### config.mk
export PLATFORM = sky130hd
export DESIGN_NAME = branch_predictor_bimodal
export DESIGN_NICKNAME = d
export VERILOG_FILES = /design/src/rtl/branch_predictor_bimodal.sv
export SDC_FILE = /design/constraint.sdc
export NUM_CORES = 1
export LEC_CHECK = 0
export ABC_AREA = 1
export BUFFER_PORTS_ARGS = -buffer_cell sky130_fd_sc_hd__buf_4
export CAP_MARGIN = 20
export CORE_ASPECT_RATIO = 2
export CORE_UTILIZATION = 45
export DETAILED_ROUTE_END_ITERATION = 6
export HOLD_SLACK_MARGIN = 0.12
export PLACE_DENSITY = 0.65
export REMOVE_ABC_BUFFERS = 1
export SLEW_MARGIN = 20
export SYNTH_ARGS = -nofsm -noshare
export SYNTH_HDL_FRONTEND = slang
export SYNTH_SLANG_ARGS = --single-unit
### constraint.sdc
create_clock -name clk -period 4.1 [get_ports clk]
set_clock_uncertainty 0.1 [all_clocks]
set_input_delay 0.205 -clock clk [delete_from_list [all_inputs] [get_ports clk]]
set_output_delay 0.205 -clock clk [all_outputs]
set_load 0.05 [all_outputs]
### src/rtl/branch_predictor_bimodal.sv
// Warp-aware branch predictor.
// Static mode uses backward-taken/forward-not-taken from the offset sign.
// Dynamic mode uses a table of 2-bit saturating counters.
// Each warp keeps one pending prediction record, which execute-stage
// resolution compares against to raise a one-cycle redirect pulse.
// Saturating counters track resolved branches and mispredictions.
module branch_predictor_bimodal #(
  parameter int NUM_WARPS   = 8,
  parameter int ADDR_WIDTH  = 32,
  parameter int DATA_WIDTH  = 32,
  parameter int BHT_ENTRIES = 64,
  parameter int HASH_WARP   = 1,
  parameter int STAT_WIDTH  = 16,
  localparam int WARP_ID_WIDTH = $clog2(NUM_WARPS),
  localparam int IDX_W         = $clog2(BHT_ENTRIES)
) (
  input  logic                     clk,
  input  logic                     rst,
  input  logic                     mode_dynamic,
  input  logic                     decode_valid,
  input  logic [WARP_ID_WIDTH-1:0] decode_warp_id,
  input  logic [ADDR_WIDTH-1:0]    decode_pc,
  input  logic                     decode_is_branch,
  input  logic [DATA_WIDTH-1:0]    decode_branch_offset,
  input  logic                     exec_valid,
  input  logic [WARP_ID_WIDTH-1:0] exec_warp_id,
  input  logic [ADDR_WIDTH-1:0]    exec_pc,
  input  logic                     exec_is_branch,
  input  logic                     exec_branch_taken,
  input  logic [DATA_WIDTH-1:0]    exec_branch_target,
  input  logic                     stat_clear,
  output logic                     predict_valid,
  output logic [WARP_ID_WIDTH-1:0] predict_warp_id,
  output logic                     predict_taken,
  output logic [ADDR_WIDTH-1:0]    predict_target,
  output logic                     misprediction,
  output logic [WARP_ID_WIDTH-1:0] mispredict_warp_id,
  output logic [ADDR_WIDTH-1:0]    correct_pc,
  output logic [STAT_WIDTH-1:0]    stat_branches,
  output logic [STAT_WIDTH-1:0]    stat_mispredicts
);

  // Table index: word-aligned PC bits, optionally XORed with the warp id
  // so that warps running the same code train separate counters.
  function automatic logic [IDX_W-1:0] bht_idx(input logic [ADDR_WIDTH-1:0]    pc,
                                                input logic [WARP_ID_WIDTH-1:0] wid);
    logic [IDX_W-1:0] wmix;
    wmix = '0;
    if (HASH_WARP != 0) wmix = IDX_W'(wid);
    return pc[IDX_W+1:2] ^ wmix;
  endfunction

  // The counters and pending records are flops rather than RAM because
  // the whole table must reset in one cycle and is read combinationally.
  logic [BHT_ENTRIES-1:0][1:0]          bht_q;
  logic [NUM_WARPS-1:0]                 pend_valid_q;
  logic [NUM_WARPS-1:0]                 pend_taken_q;
  logic [NUM_WARPS-1:0][ADDR_WIDTH-1:0] pend_target_q;

  logic [IDX_W-1:0]      dec_idx;
  logic [IDX_W-1:0]      exe_idx;
  logic                  dec_fire;
  logic                  dec_taken;
  logic [ADDR_WIDTH-1:0] dec_offset;
  logic [ADDR_WIDTH-1:0] dec_target;
  logic                  exe_fire;
  logic [ADDR_WIDTH-1:0] exe_target;
  logic [ADDR_WIDTH-1:0] exe_actual_pc;
  logic                  exe_pend_valid;
  logic                  exe_pend_taken;
  logic [ADDR_WIDTH-1:0] exe_pend_target;
  logic                  exe_mispredict;

  assign dec_idx    = bht_idx(decode_pc, decode_warp_id);
  assign exe_idx    = bht_idx(exec_pc, exec_warp_id);
  assign dec_fire   = decode_valid & decode_is_branch;
  assign exe_fire   = exec_valid & exec_is_branch;

  // Decode reads the counter before any same-cycle update from execute.
  assign dec_taken  = decode_is_branch &
                      (mode_dynamic ? bht_q[dec_idx][1] : decode_branch_offset[DATA_WIDTH-1]);
  assign dec_offset = ADDR_WIDTH'($signed(decode_branch_offset));
  assign dec_target = dec_taken ? (decode_pc + dec_offset) : (decode_pc + ADDR_WIDTH'(4));

  assign exe_target      = ADDR_WIDTH'(exec_branch_target);
  assign exe_actual_pc   = exec_branch_taken ? exe_target : (exec_pc + ADDR_WIDTH'(4));
  assign exe_pend_valid  = pend_valid_q[exec_warp_id];
  assign exe_pend_taken  = pend_taken_q[exec_warp_id];
  assign exe_pend_target = pend_target_q[exec_warp_id];

  // A missing record counts as a not-taken prediction.
  assign exe_mispredict = exe_fire &
      (exe_pend_valid ? ((exe_pend_taken != exec_branch_taken) |
                         (exec_branch_taken & (exe_pend_target != exe_target)))
                      : exec_branch_taken);

  genvar gi;

  // One counter per table entry.
  // It saturates at 11 on taken and at 00 on not-taken resolutions.
  for (gi = 0; gi < BHT_ENTRIES; gi++) begin : g_bht
    logic [1:0] ctr_reg;
    always_ff @(posedge clk) begin
      if (rst) begin
        ctr_reg <= 2'b01;
      end else if (exe_fire && (exe_idx == IDX_W'(gi))) begin
        if (exec_branch_taken) begin
          if (ctr_reg != 2'b11) ctr_reg <= ctr_reg + 2'b01;
        end else begin
          if (ctr_reg != 2'b00) ctr_reg <= ctr_reg - 2'b01;
        end
      end
    end
    assign bht_q[gi] = ctr_reg;
  end

  // One pending record per warp.
  // A branch decode overwrites the record and takes priority over the clear
  // done by a resolution.
  for (gi = 0; gi < NUM_WARPS; gi++) begin : g_pend
    logic                  valid_reg;
    logic                  taken_reg;
    logic [ADDR_WIDTH-1:0] target_reg;
    always_ff @(posedge clk) begin
      if (rst) begin
        valid_reg  <= 1'b0;
        taken_reg  <= 1'b0;
        target_reg <= '0;
      end else if (dec_fire && (decode_warp_id == WARP_ID_WIDTH'(gi))) begin
        valid_reg  <= 1'b1;
        taken_reg  <= dec_taken;
        target_reg <= dec_target;
      end else if (exe_fire && (exec_warp_id == WARP_ID_WIDTH'(gi))) begin
        valid_reg  <= 1'b0;
        taken_reg  <= 1'b0;
        target_reg <= '0;
      end
    end
    assign pend_valid_q[gi]  = valid_reg;
    assign pend_taken_q[gi]  = taken_reg;
    assign pend_target_q[gi] = target_reg;
  end

  // Register the prediction and the redirect.
  // Payload fields hold their value while no new event arrives.
  always_ff @(posedge clk) begin
    if (rst) begin
      predict_valid      <= 1'b0;
      predict_warp_id    <= '0;
      predict_taken      <= 1'b0;
      predict_target     <= '0;
      misprediction      <= 1'b0;
      mispredict_warp_id <= '0;
      correct_pc         <= '0;
    end else begin
      predict_valid <= decode_valid;
      if (decode_valid) begin
        predict_warp_id <= decode_warp_id;
        predict_taken   <= dec_taken;
        predict_target  <= dec_target;
      end
      misprediction <= exe_mispredict;
      if (exe_mispredict) begin
        mispredict_warp_id <= exec_warp_id;
        correct_pc         <= exe_actual_pc;
      end
    end
  end

  // Saturating statistics counters.
  // A clear takes priority over an increment in the same cycle.
  always_ff @(posedge clk) begin
    if (rst || stat_clear) begin
      stat_branches    <= '0;
      stat_mispredicts <= '0;
    end else begin
      if (exe_fire && (stat_branches != '1))
        stat_branches <= stat_branches + STAT_WIDTH'(1);
      if (exe_mispredict && (stat_mispredicts != '1))
        stat_mispredicts <= stat_mispredicts + STAT_WIDTH'(1);
    end
  end

endmodule

==> metrics <==
status=finished clean; Fmax=268.9 MHz; vias in the first global route=28.71k; Fin. Hold Viols=0; # Max-Cap Violations=0; cell internal pwr=8.716 mW; YS warnings=0; die width=176.7 um; # rows=127; CTS sink count=505; GP Congestion=1.022; top_reg_cell synth=dfxtp_1; compound-gate portion of the synthesized area=0.1518; vias post-DR=30.12k; Chip Height=351.3 um; switch share=0.2952; Final Power=12.37 mW; cell area after synthesis=0.02746 mm2; Crit Path Max Fanout=47; Final #Nets=4663; post-layout util=0.5422; #FFs+latches synth=505; Worst setup SP type=input pin; # DRC=0; most frequent cells in the layout=1229 x nand2_1, 505 x dfxtp_1, 454 x nor2_1, 429 x nand3_1, 422 x a21oi_1; initial DRC count=2383; Clk pwr share=0.429; Gate power share=0.162; Final setup viols=0; largest family of logic cells by synthesized area=simple AND/OR/NAND/NOR gates; Clk Latency, worst-skew pair=0.62 ns; Switch Pwr=3.650 mW; Synth Area in Adders=0.01668; WL final=109200 um; Area growth syn-to-layout=18.61%; Final WS setup=0.3810 ns; post-route clock period utilization=0.9071; Antenna Diode Count=0; min-delay worst type=in2reg; first-pass GRT wire length=163600 um; setup TNS=0 ns; sequential fraction of the synthesis area=0.3682; 1st-pass router iterations=6; kind of critical path=in2reg; critical path required time=4.54 ns; RSZ-0062 raised after global routing=no; P per Cell Area=379.7 mW/mm2; post-cts resize count=0; Post-synth EDFFs=0; Via-to-Cell Ratio=5.684; dpl ws=0.5081 ns; final-report max-slew violation count=0; DIE AREA=0.06207 mm2; Area contributors post-synth=dfxtp_1 37%, nand2_1 17%, nand3_1 7.8%; CP arrival=4.16 ns; WL per Instance=20.61 um; Initial Util=0.4572; min Tclk post-route=3.719 ns; share of layout cells above drive strength 1=0.09878; PortBufs=247; antenna violations before repair=1; Netlist cell types=47; mux contribution to synthesized area=0.002916; All-Layer GR Usage=0.3461; Max transition margin=0.2727; Max Buffers Root-to-Sink=3; Worst path most repeated cell=nand2_1; Post-Synth XOR/XNOR Area=0.02934; slowest stage cell, crit path=dlygate4sd3_1; cell type with the largest total area after synthesis=dfxtp_1; Largest register FFs=256; R2R depth=17; maximum vdd drop=320.2 uV; Least-Margin Pin Slew=1.089 ns; Boundary Pins=248; top-area cell type share of the netlist area=0.3682; TritonCTS Buffers=49; WHS Path Cells=5; grt met1 use=0.3605; async set or reset register ratio after synthesis=0; LEAKAGE=13.05 nW; grt met3 use=0.05112; commonest non-fill, non-tap cell in the layout=nand2_1; total grt overflow=0; worst-path cell chain=dlygate4sd3_1, buf_4, nand2_2, inv_2, buf_4, nand2_1, nand3_1, nand3b_1, nand2_1, nand2_1, nand2_1, nor2_1, nand2_1, nor2_1, buf_4, nand3_4, nand2_4, inv_2, nand2_1, nand2_1, nor2_1; pin count of the biggest net entering global routing=189; met2 usage=0.6212; Crit path largest cell delay=0.55 ns; nature of the critical path endpoint=flop; cell count after synthesis=4256; Synth Area per Inst=6.452 um2; sequential power share=0.409; Core Area=0.06007 mm2; grt peak-use layer=met2; CTS tree=done; Post-Synth Simple-Gate Area=0.3492; H-tree depth=2; clock root buffer=clkbuf_16; Detailed Place HPWL=74880 um; Clk pin slew, worst setup/hold paths=0.07 ns; Detail Route Antenna Nets=0
==> metal layers <==
metal  share of wire  vias up  wire [um]
met1            0.35    13840      38110
met3           0.074      471       8051
met2            0.50     1415      54300
met4           0.080        2       8722
met5        0.000082        -          9
li1                -    14390          -
==> through the flow <==
stage / hold WS (ns) / area [um2] / instances
finish: 0.1617 / 32570 / 5299
global route: 0.2066 / 32570 / 5299
CTS: 0.1259 / 32570 / 5299
detailed placement: 0.3551 / 29950 / 5130
global placement: 0.3519 / 29950 / 5130
floorplan: 0.1741 / 26550 / 4050
==> cell type report <==
| cell class | instances | area [um2] |
|---|---|---|
| Clock buffer | 62 | 1398 |
| Clock inverter | 30 | 447.9 |
| Fill cell | 6107 | 27500 |
| Inverter | 357 | 1340 |
| Multi-Input combinational cell | 3188 | 15140 |
| Sequential cell | 505 | 10110 |
| Tap cell | 774 | 968.4 |
| Timing Repair Buffer | 383 | 3163 |
==> synth_stat cells, drive strengths merged (24+ instances only) <==
cell,n
nand2,1233
dfxtp,505
inv,355
o211ai,41
nand3b,24
a21oi,432
xor2,56
xnor2,36
nand3,430
nor3,33
clkbuf,145
nand4,76
o21ai,190
a31oi,40
buf,61
nor2,468
ha,35
==> kinds of logic (layout without fill, tap and decap cells) <==
| logic type | count (synthesis) | count (layout) |
|---|---|---|
| mux | 8 | 8 |
| buf+inv | 563 | 832 |
| fa+ha+maj | 36 | 36 |
| xor+xnor | 92 | 92 |
| flops | 505 | 505 |
| compound gates | 761 | 761 |
| simple gates | 2291 | 2291 |
==> power by group through the flow <==
| stage | Combinational [mW] | Sequential, mW | Clock [mW] |
|---|---|---|---|
| 2_1_floorplan | 0.870 | 5.32 | 0 |
| 4_1_cts | 1.96 | 5.06 | 5.34 |
| 5_1_grt | 2.14 | 5.07 | 5.51 |
| 3_5_place_dp | 1.89 | 5.17 | 0 |
| 6_report | 2.00 | 5.06 | 5.30 |
| 3_3_place_gp | 1.88 | 5.17 | 0 |
==> worst max-delay path: cells and delay by family <==
family | cells | cell delay, ns
buf+inv | 6 | 2.18
simple gates | 15 | 1.72
==> worst paths after layout <==
check	end	slack, ns	from
worst max-delay path	correct_pc[29]	0.38	exec_warp_id[0]
worst max register to register	correct_pc[29]	0.99	g_pend[3].target_reg[0]
worst min-delay path	g_pend[6].target_reg[0]	0.16	decode_branch_offset[0]
worst min register to register	g_pend[3].target_reg[31]	0.36	g_pend[3].target_reg[31]
==> timing repair <==
item	CTS	global route
hold endpoints to repair	122	0
hold buffers	77	0
setup endpoints to repair	0	0
setup buffers	0	0
Note: power is estimated with default switching activity, not from simulation.
